<file path="src/rtl/qupls_erc_sequencer.sv">
// Serialises erc-flagged instructions to a single serial functional unit:
// queue them in order, wait for each to reach the ROB head, launch, wait for done, retire.
module qupls_erc_sequencer #(
    parameter int DEPTH = 4,
    parameter int RIDW  = 5
) (
    input  logic                     clk,
    input  logic                     rst_n,
    input  logic                     alloc_v,
    input  logic [RIDW-1:0]          alloc_rid,
    output logic                     alloc_rdy,
    input  logic [RIDW-1:0]          head_rid,
    input  logic                     flush,
    output logic                     go_v,
    output logic [RIDW-1:0]          go_rid,
    input  logic                     go_ack,
    input  logic                     done,
    output logic                     retire_v,
    output logic [RIDW-1:0]          retire_rid,
    output logic                     busy,
    output logic [$clog2(DEPTH):0]   count
);

    localparam int PW = $clog2(DEPTH);
    localparam int CW = PW + 1;
    localparam logic [CW-1:0] FULL = CW'(DEPTH);

    typedef enum logic [2:0] {
        IDLE,
        WAIT_HEAD,
        LAUNCH,
        EXEC,
        RETIRE
    } state_t;

    state_t          state, nstate;
    logic [RIDW-1:0] mem [DEPTH];
    logic [PW-1:0]   rptr, wptr;
    logic [CW-1:0]   cnt;
    logic [RIDW-1:0] qhead;
    logic            push, pop;

    assign alloc_rdy = (cnt != FULL);
    assign push      = alloc_v & alloc_rdy & ~flush;
    // A flush in RETIRE still shows the pulse, but the clear supersedes the pop.
    assign pop       = (state == RETIRE) & ~flush;
    assign qhead     = mem[rptr];

    always_ff @(posedge clk or negedge rst_n) begin
        if (!rst_n) begin
            state <= IDLE;
            rptr  <= '0;
            wptr  <= '0;
            cnt   <= '0;
        end else if (flush) begin
            state <= IDLE;
            rptr  <= '0;
            wptr  <= '0;
            cnt   <= '0;
        end else begin
            state <= nstate;
            if (push)
                wptr <= wptr + PW'(1);
            if (pop)
                rptr <= rptr + PW'(1);
            case ({push, pop})
                2'b10:   cnt <= cnt + CW'(1);
                2'b01:   cnt <= cnt - CW'(1);
                default: cnt <= cnt;
            endcase
        end
    end

    // Payload storage carries no reset; every read of it is gated by state.
    always_ff @(posedge clk) begin
        if (push)
            mem[wptr] <= alloc_rid;
    end

    always_comb begin
        nstate = state;
        case (state)
            IDLE:      if (cnt != '0) nstate = WAIT_HEAD;
            WAIT_HEAD: if (qhead == head_rid) nstate = LAUNCH;
            LAUNCH:    if (go_ack) nstate = EXEC;
            EXEC:      if (done) nstate = RETIRE;
            RETIRE:    nstate = IDLE;
            default:   nstate = IDLE;
        endcase
    end

    // The slot under rptr cannot be rewritten while occupied, so go_rid holds through LAUNCH.
    assign go_v       = (state == LAUNCH);
    assign go_rid     = go_v ? qhead : '0;
    assign retire_v   = (state == RETIRE);
    assign retire_rid = retire_v ? qhead : '0;
    assign busy       = (state != IDLE) | (cnt != '0);
    assign count      = cnt;

endmodule

</file>
<file path="config.mk">
export PLATFORM = sky130hd
export DESIGN_NAME = qupls_erc_sequencer
export DESIGN_NICKNAME = d
export VERILOG_FILES = /design/src/rtl/qupls_erc_sequencer.sv
export SDC_FILE = /design/constraint.sdc
export NUM_CORES = 1
export LEC_CHECK = 0
export CORE_MARGIN = 2
export CORE_UTILIZATION = 44
export CTS_CLUSTER_SIZE = 40
export DETAILED_ROUTE_END_ITERATION = 6
export PLACE_DENSITY = 0.74
export SLEW_MARGIN = 20
export SYNTH_ARGS = -nofsm -noshare
export SYNTH_HDL_FRONTEND = slang
export SYNTH_SLANG_ARGS = --single-unit
</file>
<file path="constraint.sdc">
create_clock -name clk -period 1.9 [get_ports clk]
set_input_delay 0.38 -clock clk [delete_from_list [all_inputs] [get_ports clk]]
set_output_delay 0.38 -clock clk [all_outputs]
set_load 0.03 [all_outputs]
</file>
# After elaboration in Yosys (flattened, before gate mapping)
# Memory sizes are Yosys's and may differ from the RTL's.
# Cells that the tools add are included.
# Widths: inputs -> output; s select.
[classes]
add_sub_neg = 4
n_eq_ne = 12
n_mux = 16
n_bitwise = 5
reduce_logical = 7
[ops]
columns = ["operator", "n"]
rows = [
  ["$mux 3", 6],
  ["$ne 3x3->1 const B", 4],
  ["$pmux 3 s4", 1],
  ["$mux 5", 2],
  ["$reduce_bool 3->1", 3],
  ["$mux 2", 4],
  ["$eq 3x2->1 const B", 2],
  ["$pmux 3 s2", 1],
  ["$eq 5x5->1", 1],
  ["$add 2x1->2 const B", 2],
  ["$reduce_and 4->1", 1],
  ["$reduce_bool 2->1", 2],
  ["$add 3x1->3 const B", 1],
  ["$and 1x1->1", 3],
  ["$eq 3x1->1 const B", 1],
  ["$eq 3x3->1 const B", 1],
  ["$logic_not 3->1", 1],
  ["$ne 3x2->1 const B", 1],
  ["$sub 3x1->3 const B", 1],
  ["$eq 2x1->1 const B", 1],
  ["$eq 2x2->1 const B", 1],
  ["$mux 1", 2],
  ["$not 1->1", 1],
  ["$or 1x1->1", 1],
]
[word_totals]
register_bits = 10
ramBits = 20
in_bits = 16
output_inout_bits = 17
word_cells = 49
memories = 1
[mem_list]
columns = ["name", "depth", "width", "read_ports", "rd_ports_with_merged_regs", "write_ports", "line_no", "text"]
rows = [
  ["mem", 4, 5, 1, 0, 1, "37", "logic [RIDW-1:0] mem [DEPTH];"],
]

# Longest topological paths before layout
[logic_depth]
ltp_word = 6
mapped_depth = 8
ltp_nobuf = 8

# Worst setup path before layout
# OpenSTA, ideal clock, no wires.
[synth_path]
kind = "reg2reg"
from = "register state[0]"
to = "register cnt[2] (netlist: count[2])"
setup_time_ps = 135
arrival_time_ps = 1900
required_time_ps = 1765
setup_slack_ps = -135
stages_incl_launch_ff = 9
n_path_buf = 0
synth_period_minus_slack_ps = 2035
path_cell_list = "dfrtp_1 > or3b_1 > inv_2 > o21ai_0 > nor2_1 > fa_1 > and4_1 > o21ai_0 > nor3b_1"
[synth_via]
elab_chain_cells = 5
word_cells_on_any_way = 7
classes_between = "eq/ne (3); mux (2); bitwise (1); reduce/logical (1)"
[synth_rtl]
columns = ["element", "line_no", "text"]
rows = [
  ["start: declaration", "36", "state_t state, nstate;"],
  ["start signal: assignment", "61", "state <= nstate;"],
  ["$eq 3x3->1 (*)", "n/a", ""],
  ["via retire_v", "18", "output logic retire_v,"],
  ["$and 1x1->1 (*)", "46", "assign pop = (state == RETIRE) & ~flush;"],
  ["$eq 2x1->1 / $eq 2x2->1 (equally long branches)", "66", "case ({push, pop})"],
  ["$pmux 3 s2", "66", ""],
  ["$mux 3", "55", "end else if (flush) begin"],
  ["end signal: assignment", "67", "2'b10: cnt <= cnt + CW'(1);"],
  ["end signal: assignment", "68", "2'b01: cnt <= cnt - CW'(1);"],
  ["end signal: assignment", "69", "default: cnt <= cnt;"],
  ["end: declaration", "39", "logic [CW-1:0] cnt;"],
]
# Mark *: on every way through the listed nets, which the timed path passes. The rest lies on a longest branch.
# A chain may end at the register's enable or synchronous reset.

# Worst setup path in the final report
[layout_path]
from = "register rptr[0]"
to = "output port go_rid[0]"
[layout_via]
elab_chain_cells = 2
[layout_rtl]
columns = ["element", "line_no", "text"]
rows = [
  ["start: declaration", "38", "logic [PW-1:0] rptr, wptr;"],
  ["start signal: assignment", "65", "rptr <= rptr + PW'(1);"],
  ["$mem_v2 4x5", "n/a", ""],
  ["$mux 5", "94", "assign go_rid = go_v ? qhead : '0;"],
  ["end: declaration", "15", "output logic [RIDW-1:0] go_rid,"],
]
# No other way between the ends.

==> reports/summary.md <==
The worst register-to-register path begins at rptr[0]$_DFFE_PN0P_. In this run, the number of DRC markers left after iteration 0 of detailed routing was 73. The floorplan step set the die width to 61.90 um. The flip-flop and latch count after synthesis was 30; the fraction of the yosys area taken by sequential cells was 0.5768. Endpoint of the most critical register-to-register path: state[0]$_DFFE_PN0P_. Number of hold-slack violations in the final timing report: 0.

In the routed design, unresolved DRC markers number 0. Final worst-path cycle share: 1.099. The tightest slew margin relative to the limit was 0.6920; the leakage power figure was 0.0009347 uW. The vertical die dimension is 61.90 um.

The root buffer cell chosen for the clock tree is clkbuf_4. The logs give 12 for the count of endpoints failing setup in the final report and 7.848 ps for the worst clock skew. The tools report the met2 usage as 0.3519. Synthesis instantiated 32 different standard cells from the library. For the max-cap check violation count, the log shows 0.

The logs give 2255 sq um for the final standard cell area without fillers and -1676 ps for the post-route setup TNS. The tools report the maximum clock path buffer count as 2. The tools report the initial standard-cell utilization of the core as 0.4491. The core footprint is 3284 sq um, and the number of sinks handled by clock tree synthesis is 30. Summing all placed instances gives a cell area of 2008 sq um. For this run, the top clock speed supported by timing is 478.9 MHz. The number of global-route vias before repair is 1139.

When the netlist entered floorplanning its net count stood at 136. The top cell types in the final layout, fill and taps aside, are 29 x buf_4, 20 x edfxtp_1, 15 x clkdlybuf4s50_1, 13 x buf_6. The gate count after technology mapping is 115.

The post-layout minimum cycle time was 2088 ps. For this run, the post-layout net count is 201. The tools report the count of pins on the block boundary as 33.

Leaving out fill and tap cells, the most frequent cell in the layout is buf_4. Compared with the post-synthesis result, the final layout area differs by 52.84%. For the routed via count, the log shows 1147.

In this run the core area contains 21 standard-cell rows. The multi-input logic area is 688.2 sq um. The logs give 1710 ps for the arrival time at the worst endpoint and 0.7263 for the global placement routability congestion.

Detailed placement ended at an HPWL of 2331 um. The sum of overflow across all layers after global routing is 0, and the transition time of the tightest slew-check pin is 460.5 ps. The worst-case IR drop observed on VDD is 314.0 uV.

The path class of the tightest hold or removal check is in -> async. Clock-pin slew reported for the worst setup and hold paths after clock tree synthesis: 90 ps. The checks that failed: setup timing. The routed design has 3502 um of wire.

STA classifies the critical path endpoint as an output port. The flow ran to the end, but the final reports show violations. The die covers 3832 sq um.

Walking the worst path, the cells encountered are buf_12 > mux4_2 > and3_4 > buf_6. Setup repair after global routing could not meet its margin everywhere. After detailed routing, the number of vias per cell comes to 5.053. The total standard cell area after synthesis is 1475 sq um, and the count of buffers inserted at the top-level ports is 32.

TritonCTS built the clock tree. The final-layout fill cell count was 221; the synthesis warning total was 0. The total routing resource utilization after global routing is 0.1885. The final antenna diode count was 0.

The first detailed-routing pass took 4 iterations. Counting both buffers and inverters, the worst setup path holds a total of 2. The worst setup path is of the reg -> out kind. In this run the power density over the cells is 577.1 nW/um^2. Origin of the worst setup path: rptr[0]$_DFFE_PN0P_. The layout cell share with drive strength beyond 1 was 0.4420; the number of buffers created by CTS was 5. The hold-fix buffer count after cts was 0; the worst-case reg-to-reg path depth was 7. The H-tree was split into 2 levels. The number of enable-type register cells in the synthesized netlist came out at 20. STA classifies the critical path startpoint as a flop.

Among all flip-flop cells after synthesis, the most frequent one is edfxtp_1. In this run the register-to-register setup slack is -90 ps. Fraction of synthesis flops using an asynchronous set or reset pin: 0.3333.

The mean routed wirelength per cell was 15.43 um; the global-route wire length before repair was 5037 um. In this design, the largest share of critical-path delay is due to multiplexers. The max-slew violation count was 0.

The worst-skew pair later-pin latency is 320 ps. The largest net degree at the start of global routing is 12, and the remaining antenna violation count after routing is 0. At the worst endpoint, the required time is 1520 ps. The number of antenna violations at the first check in global routing was 0; the peak fanout along the critical path was 6. Met3 track demand over resource: 0.04969.

On the worst path, the slowest cell contributes a delay of 540 ps. The post-route worst setup slack came out at -188.3 ps. The layer flagged by global routing as most heavily used is met2. The footprint of the flip-flops and latches was 853.3 sq um. On the critical path, the stage with the largest delay is an instance of mux4_2. A synthesized cell averages 12.83 sq um. The met1 usage in global routing was 0.2058.
layout make-up:
cell class	count	area share
Inverter	7	0.01498
Clock inverter	1	0.001665
Timing Repair Buffer	62	0.2542
Tap cell	46	0.02553
Multi-Input combinational cell	74	0.3052
Sequential cell	30	0.3785
Clock buffer	7	0.01998
per-stage QoR:
| stage | std cells | hold slack [ps] | setup slack [ps] | utilization | power (uW) |
|---|---|---|---|---|---|
| finish | 227 | 367.9 | -188.3 | 0.6865 | 1301 |
| global route | 227 | 406.1 | -249.1 | 0.6865 | 1370 |
| CTS | 225 | 382.3 | -170.9 | 0.6686 | 1299 |
| global placement | 210 | 561.6 | -273.6 | 0.6114 | 944.9 |
| detailed placement | 210 | 575.4 | -362.1 | 0.6114 | 954.7 |
| floorplan | 115 | 84.41 | 4.650 | - | 840.7 |
registers in the layout, indices dropped and copies added (netlist names):
name / cells
wptr: 2
mem: 20
rptr: 2
count: 3
state: 3
routing by layer:
layer	part of all wire	routed length [um]
met5	0	0
met4	0.016	56
met2	0.55	1923
met3	0.038	132
met1	0.40	1390
report_power, final:
part	switching, uW	leakage [uW]	internal [uW]	total (uW)
Sequential	12.9	0.000314	722	735
Combinational	113	0.000594	114	227
Clock	197	0.0000269	142	339
Total	323	0.000935	978	1300
cells by family (layout without fill, tap and decap cells):
kind of cell	after synthesis	after routing	share of synthesized area
buffers and inverters	11	77	0.03307
multiplexers	5	5	0.07634
AO/OA/AOI/OAI	14	14	0.06192
XOR/XNOR	8	8	0.04750
flip-flops	30	30	0.5768
AND/OR/NAND/NOR	42	42	0.1569
adder cells (fa/ha/maj)	5	5	0.04750
what timing repair did:
action / CTS / global route
buffers inserted: 7 / 2
cloned: 0 / 0
pin swaps: 12 / 9
endpoints found under the hold margin: 0 / 0
setup endpoints to repair: 16 / 20
gates resized for setup: 94 / 19
worst register-to-register path, cell delays in order (launching register included):
cell,delay (ps)
dfrtp_1,380
buf_12,130
mux4_2,540
buf_4,160
buf_4,130
xnor2_2,110
nand4_1,150
o221a_1,280
worst max path at each step:
stage                           end  slack (ps)  depth (start not counted)
2_1_floorplan  count[2]$_DFFE_PN0P_           5                          8
3_3_place_gp              go_rid[2]        -270                          4
3_5_place_dp   count[2]$_DFFE_PN0P_        -360                          8
4_1_cts                   go_rid[3]        -170                          4
5_1_grt                   go_rid[0]        -250                          4
6_report                  go_rid[0]        -190                          4
cells in the mapped netlist, types with 4 or more instances:
master    instances  area (sq um)
and3_1            5         31.28
dfrtp_1          10         250.2
xnor2_1           7         61.31
nand2_1           6         22.52
and2_1            9         56.30
edfxtp_1         20         600.6
nor2_1            9         33.78
ha_1              4         50.05
inv_1             6         22.52
mux4_2            5         112.6
(Power assumes the default switching activity.)
